## config.mk

```make
export PLATFORM = sky130hd
export DESIGN_NAME = io_handshake_ctrl
export DESIGN_NICKNAME = d
export VERILOG_FILES = /design/src/rtl/io_handshake_ctrl.sv
export SDC_FILE = /design/constraint.sdc
export NUM_CORES = 1
export LEC_CHECK = 0
export BUFFER_PORTS_ARGS = -buffer_cell sky130_fd_sc_hd__clkbuf_2
export CAP_MARGIN = 25
export CORE_MARGIN = 10
export CORE_UTILIZATION = 40
export DETAILED_ROUTE_END_ITERATION = 8
export PLACE_DENSITY = 0.79
export SYNTH_ARGS = -nofsm -noshare
export SYNTH_HDL_FRONTEND = slang
export SYNTH_SLANG_ARGS = --single-unit
```

## constraint.sdc

```tcl
create_clock -name clock -period 3.7 [get_ports clock]
set_input_delay 0.74 -clock clock [delete_from_list [all_inputs] [get_ports clock]]
set_output_delay 0.74 -clock clock [all_outputs]
set_load 0.03 [all_outputs]
```

## src/rtl/io_handshake_ctrl.sv

```systemverilog
// I/O stall-handshake responder: services in/out requests from the control unit
// using a debounced confirm button. Optional macro IO_SIGN_EXT_EN sign-extends switches.
module io_handshake_ctrl #(
  parameter int SW_WIDTH        = 16,
  parameter int DEBOUNCE_CYCLES = 4,
  parameter int CNT_WIDTH       = 20
) (
  input  logic                clock,
  input  logic                reset,
  input  logic                in_req,
  input  logic                out_req,
  input  logic [31:0]         dado_out,
  input  logic [SW_WIDTH-1:0] switches,
  input  logic                botao,
  output logic                sinal,
  output logic [31:0]         dado_in,
  output logic [31:0]         display,
  output logic                out_valid,
  output logic                aguardando
);

  typedef enum logic [1:0] {IDLE, WAIT_PRESS, WAIT_RELEASE, ACK} state_t;

  state_t               state, state_nxt;
  logic                 kind_in, kind_in_nxt;
  logic [1:0]           btn_sync;
  logic                 btn_s;
  logic                 req, req_prev, start;
  logic [CNT_WIDTH-1:0] cnt, cnt_nxt;
  logic                 lvl_match, cnt_done;
  logic                 capture, load_out;
  logic [31:0]          sw_ext;

  assign btn_s = btn_sync[1];
  assign req   = in_req | out_req;
  assign start = req & ~req_prev;

`ifdef IO_SIGN_EXT_EN
  assign sw_ext = 32'($signed(switches));
`else
  assign sw_ext = 32'(switches);
`endif

  // Press phase waits for a stable high level, release phase for a stable low.
  assign lvl_match = (state == WAIT_PRESS) ? btn_s : ~btn_s;
  assign cnt_done  = lvl_match && (cnt >= CNT_WIDTH'(DEBOUNCE_CYCLES - 1));

  assign sinal      = (state == ACK);
  assign aguardando = (state == WAIT_PRESS) || (state == WAIT_RELEASE);

  always_comb begin
    state_nxt   = state;
    kind_in_nxt = kind_in;
    cnt_nxt     = cnt;
    capture     = 1'b0;
    load_out    = 1'b0;
    case (state)
      IDLE: begin
        cnt_nxt = '0;
        if (start) begin
          state_nxt   = WAIT_PRESS;
          kind_in_nxt = in_req;   // in wins when both rise together
          load_out    = ~in_req;
        end
      end
      WAIT_PRESS, WAIT_RELEASE: begin
        if (!lvl_match) begin
          cnt_nxt = '0;
        end else if (cnt_done) begin
          cnt_nxt   = '0;
          state_nxt = (state == WAIT_PRESS) ? WAIT_RELEASE : ACK;
          capture   = (state == WAIT_PRESS) && kind_in;
        end else begin
          cnt_nxt = cnt + CNT_WIDTH'(1);
        end
      end
      ACK:     state_nxt = IDLE;
      default: state_nxt = IDLE;
    endcase
  end

  always_ff @(posedge clock or posedge reset) begin
    if (reset) begin
      btn_sync  <= '0;
      req_prev  <= 1'b0;
      state     <= IDLE;
      kind_in   <= 1'b0;
      cnt       <= '0;
      dado_in   <= '0;
      display   <= '0;
      out_valid <= 1'b0;
    end else begin
      btn_sync <= {btn_sync[0], botao};
      req_prev <= req;
      state    <= state_nxt;
      kind_in  <= kind_in_nxt;
      cnt      <= cnt_nxt;
      if (capture) dado_in <= sw_ext;
      if (load_out) begin
        display   <= dado_out;
        out_valid <= 1'b1;
      end
    end
  end

endmodule

```

Yosys cells after proc, flatten, opt, wreduce, memory -nomap -nowiden
Index checks and enable logic that the tools add are counted.

storage, ports and cells
  input bits = 53
  output and inout port bits = 67
  flip-flop bits (word level) = 75
  logic and storage cells = 43

operators by class
  bitwise operators = 5
  reductions and logical operators = 8
  $lt $le $gt $ge = 1
  add/sub/neg operators = 1
  multiplexer cells = 14
  eq/ne operators = 6

operator list
  operator                                               count
  two-way mux 20 bit                                     2
  one-hot mux 20 bit (2 select lines)                    1
  adder 20 x 1 -> 20 bit (second input constant)         1
  >= comparator 20 x 2 -> 1 bit (second input constant)  1
  two-way mux 1 bit                                      7
  two-way mux 2 bit                                      3
  inequality test 2 bit (second input constant)          3
  one-hot mux 2 bit (3 select lines)                     1
  == test 2 bit (second input constant)                  2
  NOT 1 bit                                              3
  AND reduction 3 bit                                    1
  == test 2 x 1 -> 1 bit (second input constant)         1
  logical AND 1 bit                                      2
  zero test 2 bit                                        1
  AND reduction 2 bit                                    1
  nonzero test 2 bit                                     1
  OR reduction 2 bit                                     1
  AND 1 bit                                              1
  logical OR 1 bit                                       1
  OR 1 bit                                               1

Depth between registers and ports, before layout
Gate-level depths: netlist of run 1.

  word-level depth = 6
  gate-level depth with buffers = 8

Worst setup path before layout of run 1
Ideal clock, no wire load.

  kind = register to register
  start = register state[0]
  end = register dado_in[0]
  setup time = 0.125 ns
  data arrival time = 1.788 ns
  slack = 1.787 ns
  path buffers = 1
  cell stages (with the launch flop) = 7
  required time = 3.575 ns
  cell sequence = dfrtp_1 -> inv_1 -> ha_1 -> and4_2 -> nand2_8 -> buf_12 -> mux2_4

between the ends
  longest elaborated chain between the ends = 6
  elaborated cells on any way between the ends = 9
  those cells by class = 2 x eq/ne; 4 x mux; 3 x reduce/logical

ends and longest elaborated chain
  element                 RTL line    text
  from (decl)             24          state_t state, state_nxt;
  from (signal assigned)  95          state <= state_nxt;
  == test 2 x 1 -> 1 bit  45, 57, 72
  two-way mux 1 bit       45          assign lvl_match = (state == WAIT_PRESS) ? btn_s : ~btn_s;
  logical AND 1 bit       46          assign cnt_done = lvl_match && (cnt >= CNT_WIDTH'(DEBOUNCE_CYCLES - 1));
  two-way mux 1 bit       69          end else if (cnt_done) begin
  two-way mux 1 bit       67          if (!lvl_match) begin
  two-way mux 1 bit *     57          case (state)
  to (signal assigned)    98          if (capture) dado_in <= sw_ext;
  to (decl)               16          output logic [31:0] dado_in,

Every way passes the cells marked *; elsewhere a longest branch is shown, timed or not.
A chain may end at the register's enable or synchronous reset.

Final worst setup path of run 1
  start = register state[0]
  end = output aguardando

between the ends
  longest elaborated chain between the ends = 2
  elaborated cells on any way between the ends = 3
  those cells by class = 2 x eq/ne; 1 x reduce/logical

ends and longest elaborated chain
  element                                                  RTL line  text
  == test 2 x 1 -> 1 bit or == test 2 bit (tied branches)  49        assign aguardando = (state == WAIT_PRESS) || (state == WAIT_RELEASE);
  logical OR 1 bit *                                       49
  to (decl)                                                19        output logic aguardando

Marked as above.

==> impl_results.md, run 1 <==
* Top cells by count, synth: dfrtp_1 (75), mux2_2 (38), nor2_1 (17)
* Final Wtd Congestion at 0.7976
* Warning count from the yosys run at 0
* Start point of the critical path: state[0]$_DFFE_PP0P_
* Final setup fails at 0
* Hold Path Cell Cnt at 0
* TritonCTS Buffers at 9
* Count leader, synth: dfrtp_1
* Total congestion overflow at 0
* Initial antenna violation count at 0
* Crit path depth at 3
* Max_slew headroom at 0.5313
* RSZ-0062 raised after global routing: false
* Setup Skew at 0.009194 ns
* Max H-tree Level at 3
* I/O Buffers at 103
* Post-synth EDFFs at 0
* Syn avg cell area at 13.51 sq um
* Core area at 7767 sq um
* PD cells at 726.1 nW/um^2
* Reg2reg path depth at 7
* Max-Cap Viols at 0
* Synth-to-layout area growth at 23.63%
* Final Max Slew Viols at 0
* Hold buffer count at cts at 0
* Upper clock frequency limit at 0.4566 GHz
* DR pass1 iterations at 4
* Startpoint of the worst hold path: btn_sync[0]$_DFF_PP0_
* Share of the synthesized area in the top cell type at 0.5839
* Largest net degree at the start of global routing at 53
* Vias at 2110
* Critical path class: reg2out
* Fin worst setup slack at 1.510 ns
* Share of the clock period used by the worst path at 0.5920
* CP max FO at 6
* Final instance area at 3974 sq um
* Delay-heaviest family, CP: flip-flops
* Crit-path slowest cell: dfrtp_1
* Period minus WS final at 2.190 ns
* Seq/Total Area, Yosys at 0.5839
* Layout cells sized above 1 at 0.5085
* Ranking of synthesized cells by area: dfrtp_1 (58%), mux2_2 (13%), mux2_4 (4.7%)
* Routed Antenna Nets at 0
* IO Count at 120
* Setup WS pre-CTS at 1.596 ns
* First-pass GRT wire length at 10750 microns
* WP buf/inv at 2
* Slowest Stage Delay on Critical Path at 0.41 ns
* DR vias/cell at 4.648
* Post-synth top area cell: dfrtp_1
* Post-CTS Resized at 0
* Final WL at 6780 microns
* Cell variety after synth at 36
* Worst flop-to-flop path startpoint: state[0]$_DFFE_PP0P_
* Clock Sinks at 75
* Synth Register Bits at 75
* Crit-path cells: inv_1, ha_1, clkbuf_2
* Worst setup EP type: primary output
* Pwr Total at 2885 uW
* Layout Cells excl Fill at 454
* CTS Buffer Depth at 2
* WP data required at 2.96 ns
* Most used flip-flop cell after synthesis: dfrtp_1
* Final hold violations at 0
* Startpoint types: flip-flop
* Initial Utilization at 0.4138
* Status: complete, no violations
* Vias in the first global route at 2298
* Post-Synthesis Cells at 238
* DRC Markers at 0
* Layout net count at 405
* Worst-Margin Slew at 0.7005 ns
* Post-synth ARST share at 1.000
* Setup repair bufs after CTS at 0
* Synthesized cell area at 3214 sq um
* Antenna diodes at 0
* Hold Crit Class: reg2reg
* DP Cell Count at 438
* Lkg Pwr at 0.002109 uW
* Die Y at 109.6 microns
* Die W at 109.6 microns
* Clock Pin Slew Worst Setup and Hold Paths at 0.09 ns
* Die area at 12020 sq um
* Site Rows at 32
* DPL Wire Length at 5203 microns
* Area after DPL at 3767 sq um
* Gr usage total at 0.1129
* Root buffer cell: clkbuf_8
* DR WL/cell at 14.93 microns
* CTS tree: built
* Data arrival, critical path at 1.45 ns
* Iteration-0 DRC Markers at 53
* Max VDD drop at 0.0004192 V
* Clk Latency, worst-skew pair at 0.35 ns
* Setup TNS at 0 ns
## layout make-up
class / instances / area [sq um]
fill: 709 / 3794
sequential: 75 / 1877
multi-input combinational: 152 / 1217
timing repair buffer: 105 / 530.5
tap: 102 / 127.6
clock buffer: 9 / 123.9
clock inverter: 7 / 82.58
inverter: 4 / 15.01
## per-stage QoR
step,hold slack [ns],util
after CTS,0.3620,0.5116
after detailed placement,0.3442,0.4850
after global placement,0.3386,0.4850
after global routing,0.3814,0.5116
final,0.3572,0.5116
after floorplan,0.3312,-
## routing by layer
metal	track usage	vias up	part of all wire	wire length, microns
met5	0	-	0	0
met1	0.1227	1019	0.38	2564
met4	0.03903	0	0.013	86
li1	-	1002	-	-
met2	0.1810	80	0.49	3310
met3	0.06554	9	0.12	819
## path summary, 6_finish.rpt
path	slack, ns	to
hold reg to reg	0.36	btn_sync[1]$_DFF_PP0_
setup / recovery	1.51	aguardando
hold / removal	0.36	btn_sync[1]$_DFF_PP0_
min in group asynchronous	0.39	display[9]$_DFFE_PP0P_
setup reg to reg	1.53	display[29]$_DFFE_PP0P_
max in group asynchronous	2.28	cnt[7]$_DFFE_PP0P_
## state kept, by name (all words and copies together), names as in the netlist
name	count
btn_sync	2
display	32
dado_in	16
state	2
kind_in	1
req_prev	1
cnt	20
out_valid	1
## power breakdown
| group | switching (uW) | internal (uW) | leakage [uW] |
|---|---|---|---|
| logic | 707 | 379 | 0.00102 |
| clock network | 326 | 324 | 0.000104 |
| registers | 116 | 1030 | 0.000982 |
| total | 1150 | 1740 | 0.00211 |
## cell families (layout without fill, tap and decap cells)
| group | after synthesis | after routing | share of synthesized area |
|---|---|---|---|
| AO/OA/AOI/OAI | 9 | 9 | 0.02180 |
| adder cells (fa/ha/maj) | 5 | 5 | 0.01946 |
| flip-flops | 75 | 75 | 0.5839 |
| buffers and inverters | 26 | 125 | 0.05566 |
| multiplexers | 49 | 49 | 0.1829 |
| other | 1 | 16 | 0.001167 |
| XOR/XNOR | 11 | 11 | 0.02997 |
| AND/OR/NAND/NOR | 62 | 62 | 0.1051 |
## layout by cell type, fill, tap and decap left out, types with 3 or more instances in the layout
| cell type | Yosys | routed |
|---|---|---|
| a31oi_1 | 3 | 3 |
| and2_1 | 7 | 7 |
| clkbuf_2 | 0 | 103 |
| clkbuf_8 | 0 | 9 |
| conb_1 | 1 | 16 |
| dfrtp_1 | 75 | 75 |
| ha_1 | 5 | 5 |
| inv_1 | 4 | 3 |
| mux2_2 | 38 | 38 |
| mux2_4 | 10 | 10 |
| nand2_1 | 12 | 12 |
| nand4_1 | 6 | 6 |
| nor2_1 | 17 | 16 |
| nor3_1 | 3 | 3 |
| nor4_1 | 4 | 4 |
| xnor2_1 | 5 | 5 |
| xor2_1 | 6 | 6 |
## worst register-to-register path: cells and delay by family (launching register included)
| family | cells | cell delay, ns |
|---|---|---|
| and+or+nand+nor | 3 | 0.53 |
| buffers and inverters | 2 | 0.48 |
| DFF | 1 | 0.42 |
| muxes | 1 | 0.41 |
| adders and majority gates | 1 | 0.22 |
No activity file was read; power rests on OpenSTA's default activity.
==> inputs of run 2 (changes only) <==
Settings changed: ABC_AREA from default to 1, PLACE_DENSITY 0.79 to 0.8.
Clock period 3.7 ns to 2.2 ns, I/O delays scaled along.
==> impl_results.md, run 2 <==
* Status: complete, no violations
* First-pass GRT wire length at 11290 microns
* Die area at 11660 sq um
* CTS Buffer Depth at 2
* Die W at 108.0 microns
* Combinational Power Share at 0.385
* Hold buffer count at cts at 0
* Sw Share at 0.4206
* Hold Crit Class: in2async
* Total congestion overflow at 0
* Root buffer cell: clkbuf_8
* RSZ-0062 raised after global routing: false
* WP data required at 1.76 ns
* Synthesized cell area at 3097 sq um
* Ranking of synthesized cells by area: dfrtp_1 (61%), nand2_1 (20%), buf_4 (4.8%)
* Sequential power share at 0.393
* Setup repair bufs after CTS at 0
* Count leader, synth: nand2_1
* Setup Skew at 0.007427 ns
* Reg2reg path depth at 8
* Final Max Slew Viols at 0
* Internal power at 2969 uW
* Cell variety after synth at 22
* Clock Sinks at 75
* Site Rows at 32
* Iteration-0 DRC Markers at 111
* Commonest non-fill, non-tap cell in the layout: nand2_1
* CTS tree: built
* Most Used Layer, Global Route: met2
* Post-CTS Resized at 0
* Fin util at 0.5056
* TritonCTS Buffers at 9
* Layout net count at 510
* Max H-tree Level at 3
* Share of the synthesized area in the top cell type at 0.6061
* Clk Latency, worst-skew pair at 0.34 ns
* Worst setup EP type: primary output
* Lkg Pwr at 0.002310 uW
* Share of the clock period used by the worst path at 0.8707
* Met3 usage at 0.07436
* Fin worst setup slack at 0.2845 ns
* Antenna diodes at 0
* Die Y at 108.0 microns
* Data arrival, critical path at 1.48 ns
* DR pass1 iterations at 4
* DPL Wire Length at 5244 microns
* DRC Markers at 0
* GRT met1 Usage at 0.1343
* Seq/Total Area, Yosys at 0.6061
* Final WL at 6866 microns
* Final hold violations at 0
* Synth-to-layout area growth at 24.85%
* Initial Utilization at 0.4049
* Max reg flops at 32
* Upper clock frequency limit at 0.5221 GHz
* Clock Pin Slew Worst Setup and Hold Paths at 0.08 ns
* Largest net degree at the start of global routing at 56
* Post-Synthesis Cells at 345
* Critical path class: reg2out
* Startpoint types: flip-flop
* Final setup fails at 0
* DR vias/cell at 4.297
* CP max FO at 6
* Top cells by count, synth: nand2_1 (163), dfrtp_1 (75), inv_1 (29)
* Post-synth top area cell: dfrtp_1
* XOR/XNOR Fraction of Synth Area at 0.002828
* Max VDD drop at 0.0006514 V
* DR WL/cell at 12.28 microns
* Fill cell count at 725
* Synth Register Bits at 75
* Largest regs: display x32, cnt x20, dado_in x16
* Max-Cap Viols at 0
* IO Count at 120
* Routed Antenna Nets at 0
* Commonest cells after routing, fill and taps aside: nand2_1 (163), clkbuf_2 (103), dfrtp_1 (75)
* Hold Slack at 0.09854 ns
* Initial antenna violation count at 0
* Period minus WS final at 1.915 ns
* Psw at 2155 uW
* Vias in the first global route at 2482
* Largest family of logic cells by synthesized area: simple AND/OR/NAND/NOR gates
* Mux contribution to synthesized area at 0.003232
* Vias at 2402
* Worst-Margin Slew at 0.5194 ns
* Post-synth ARST share at 1.000
* Met2 Use GR at 0.1914
* Layout cells sized above 1 at 0.2867
* Biggest register: display
* Final Wtd Congestion at 0.7698
* Max_slew headroom at 0.6532
* Setup WS pre-CTS at 0.3845 ns
* Adder-cell share of the synthesized area at 0.02020
* Most used flip-flop cell after synthesis: dfrtp_1
* PD cells at 1325 nW/um^2
* Core area at 7647 sq um
* Gr usage total at 0.1201
* Setup TNS at 0 ns
* Compound-gate portion of the synthesized area at 0.007677
* Warning count from the yosys run at 0
* I/O Buffers at 103
* Syn avg cell area at 8.976 sq um
* Post-synth EDFFs at 0
* Clock network fraction of total power at 0.221
* Simple-gate share of the synthesized area at 0.2562
run 2: changes by cell type in the layout (fill, tap and decap cells not counted), sizes merged, moves of 4 or more:
| cell | previous run | this run |
|---|---|---|
| and2 | 7 | 0 |
| inv | 8 | 30 |
| mux2 | 48 | 0 |
| nand2 | 13 | 164 |
| nand3 | 2 | 20 |
| nand4 | 6 | 0 |
| nor3 | 4 | 0 |
| nor4 | 4 | 0 |
| xnor2 | 5 | 1 |
| xor2 | 6 | 0 |
run 2: worst paths after layout:
path / endpoint / slack, ns / from
worst max-delay path: aguardando / 0.28 / state[0]$_DFFE_PP0P_
worst min-delay path: dado_in[1]$_DFFE_PP0P_ / 0.1 / reset
worst max register to register: dado_in[14]$_DFFE_PP0P_ / 0.38 / state[1]$_DFFE_PP0P_
worst min register to register: btn_sync[1]$_DFF_PP0_ / 0.37 / btn_sync[0]$_DFF_PP0_
max in group asynchronous: out_valid$_DFFE_PP0P_ / 1.49 / reset
min in group clock: btn_sync[0]$_DFF_PP0_ / 0.21 / botao
run 2: area by class of cell:
cell class,instances,area (sq um),share of cell area
clock buffer,10,127.6,0.03301
clock inverter,6,90.09,0.02330
inverter,31,120.1,0.03107
multi-input combinational,227,958.4,0.2479
sequential,75,1877,0.4854
tap,102,127.6,0.03301
timing repair buffer,108,565.5,0.1463
run 2: logic make-up after synthesis:
logic type,Yosys count
AND/OR/NAND/NOR,200
flip-flops,75
buffers and inverters,58
adder cells (fa/ha/maj),5
AO/OA/AOI/OAI,4
other,1
XOR/XNOR,1
multiplexers,1
run 2: stage by stage:
| stage | std cells | total power [uW] | cell area, sq um |
|---|---|---|---|
| 2_1_floorplan | 360 | 3429 | 3157 |
| 3_3_place_gp | 543 | 3996 | 3649 |
| 3_5_place_dp | 543 | 4051 | 3649 |
| 4_1_cts | 559 | 5206 | 3866 |
| 5_1_grt | 559 | 5492 | 3866 |
| 6_report | 559 | 5124 | 3866 |
run 2: power by group through the flow:
stage          Combinational (uW)  Sequential, uW  Clock (uW)
4_1_cts                      2020            2020        1170
5_1_grt                      2180            2070        1250
6_report                     1980            2020        1130
3_3_place_gp                 1970            2020           0
3_5_place_dp                 2020            2030           0
2_1_floorplan                 668            2760           0
run 2: critical path, stage by stage, from the launching register on:
cell	delay [ns]
dfrtp_1	0.42
inv_1	0.07
ha_1	0.40
clkbuf_2	0.25
run 2: metal layers:
layer / routed length, microns / share of wire / vias to the layer above
met5: 0 / 0 / -
met2: 3173 / 0.46 / 95
li1: - / - / 1210
met4: 40 / 0.0058 / 0
met3: 809 / 0.12 / 5
met1: 2842 / 0.41 / 1092
==> inputs of run 3 (changes only) <==
Settings changed: CORE_UTILIZATION 40 to 48, PLACE_DENSITY 0.8 to 0.91.
==> impl_results.md, run 3 (same netlist as run 2, synthesis figures left out) <==
* Status: complete, no violations
* DR vias/cell at 4.542
* Startpoint types: flip-flop
* Delay-heaviest family, CP: flip-flops
* TritonCTS Buffers at 9
* Upper clock frequency limit at 0.5269 GHz
* Final Max Slew Viols at 0
* Iteration-0 DRC Markers at 79
* Lkg Pwr at 0.002306 uW
* Crit path depth at 3
* Crit-path slowest cell: dfrtp_1
* Clk Latency, worst-skew pair at 0.34 ns
* Routed Antenna Nets at 0
* Period minus WS final at 1.898 ns
* Psw at 2157 uW
* Setup repair bufs after CTS at 0
* Antenna diodes at 0
* Sequential power share at 0.397
* Reg2reg path depth at 8
* Initial antenna violation count at 0
* Internal power at 2940 uW
* I/O Buffers at 103
* Crit-path cells: inv_1, ha_1, clkbuf_2
* PD cells at 1333 nW/um^2
* Critical path class: reg2out
* IO Count at 120
* Worst setup EP type: primary output
* Vias in the first global route at 2519
* Max H-tree Level at 3
* Clock Pin Slew Worst Setup and Hold Paths at 0.08 ns
* Die W at 100.3 microns
* Fin util at 0.6054
* Start point of the critical path: state[0]$_DFFE_PP0P_
* Site Rows at 29
* Hold buffer count at cts at 0
* CP max FO at 6
* Synth-to-layout area growth at 23.43%
* Die Y at 100.3 microns
* Hold Crit Class: in2async
* Initial Utilization at 0.4905
* Worst flop-to-flop path startpoint: state[1]$_DFFE_PP0P_
* CTS Buffer Depth at 2
* Max reg flops at 32
* Die area at 10060 sq um
* CTS tree: built
* Core area at 6314 sq um
* Final Wtd Congestion at 0.7418
* Data arrival, critical path at 1.46 ns
* Root buffer cell: clkbuf_8
* Final WL at 6864 microns
* Total congestion overflow at 0
* RSZ-0062 raised after global routing: false
* Combinational Power Share at 0.388
* Post-CTS Resized at 0
* Biggest register: display
* Sw Share at 0.4232
* Vias at 2421
* DRC Markers at 0
* WP buf/inv at 2
* Final hold violations at 0
* Largest net degree at the start of global routing at 76
* First-pass GRT wire length at 11240 microns
* Layout net count at 509
* Slowest Stage Delay on Critical Path at 0.42 ns
* Setup TNS at 0 ns
* Max-Cap Viols at 0
* Largest regs: display x32, cnt x20, dado_in x16
* Max VDD drop at 0.0009080 V
* DR WL/cell at 12.88 microns
* Gr usage total at 0.1369
* DPL Wire Length at 5220 microns
* WP data required at 1.76 ns
* Commonest non-fill, non-tap cell in the layout: nand2_1
* DR pass1 iterations at 4
* Setup Skew at 0.01112 ns
* Clock Sinks at 75
* Clock network fraction of total power at 0.215
* Share of the clock period used by the worst path at 0.8627
* Layout cells sized above 1 at 0.2873
* Final setup fails at 0
* Pwr Total at 5097 uW
* Commonest cells after routing, fill and taps aside: nand2_1 (163), clkbuf_2 (103), dfrtp_1 (75)
[run 3: path summary, 6_finish.rpt]
path	endpoint	slack, ns
worst max-delay path	aguardando	0.30
worst min-delay path	display[4]$_DFFE_PP0P_	0.17
worst max register to register	dado_in[7]$_DFFE_PP0P_	0.40
worst min register to register	btn_sync[1]$_DFF_PP0_	0.37
max in group asynchronous	req_prev$_DFF_PP0_	1.70
min in group clock	btn_sync[0]$_DFF_PP0_	0.21
[run 3: final cells by class]
| class | instances | area (sq um) |
|---|---|---|
| repair buffers | 107 | 558.0 |
| fillers | 552 | 2491 |
| clock buffers | 12 | 165.2 |
| flip-flops and latches | 75 | 1877 |
| multi-input cells | 227 | 958.4 |
| well taps | 77 | 96.34 |
| clock inverters | 4 | 47.55 |
| inverters | 31 | 120.1 |
[run 3: metal layers]
layer,wire (microns),global-route usage,vias to the layer above
met4,62,0.05109,0
met5,0,0,-
met1,2800,0.1461,1115
met2,3262,0.2201,91
met3,738,0.07898,6
li1,-,-,1209
[run 3: stage by stage]
step	worst slack, ns	std cells	hold WS [ns]	instance area [sq um]
6_report	0.3020	533	0.1749	3822
3_3_place_gp	0.5171	517	0.3411	3610
4_1_cts	0.2719	533	0.1903	3822
3_5_place_dp	0.3816	517	0.3531	3610
5_1_grt	0.1931	533	0.1855	3822
2_1_floorplan	0.3973	360	0.3312	3157
[run 3: worst reg2reg max path, cell delays in order (launching register included)]
cell and delay, ns:
dfrtp_1 0.39, inv_1 0.09, ha_1 0.22, xnor2_1 0.18, nand2_1 0.12, inv_2 0.25, nand2_2 0.27, nand2_1 0.13
nand2_1 0.06
[run 3: power groups by stage]
stage | clock network, uW | registers, uW | logic, uW
4_1_cts | 1120 | 2020 | 2020
6_report | 1100 | 2020 | 1980
3_3_place_gp | 0 | 2020 | 1960
2_1_floorplan | 0 | 2760 | 668
3_5_place_dp | 0 | 2030 | 2020
5_1_grt | 1190 | 2070 | 2160
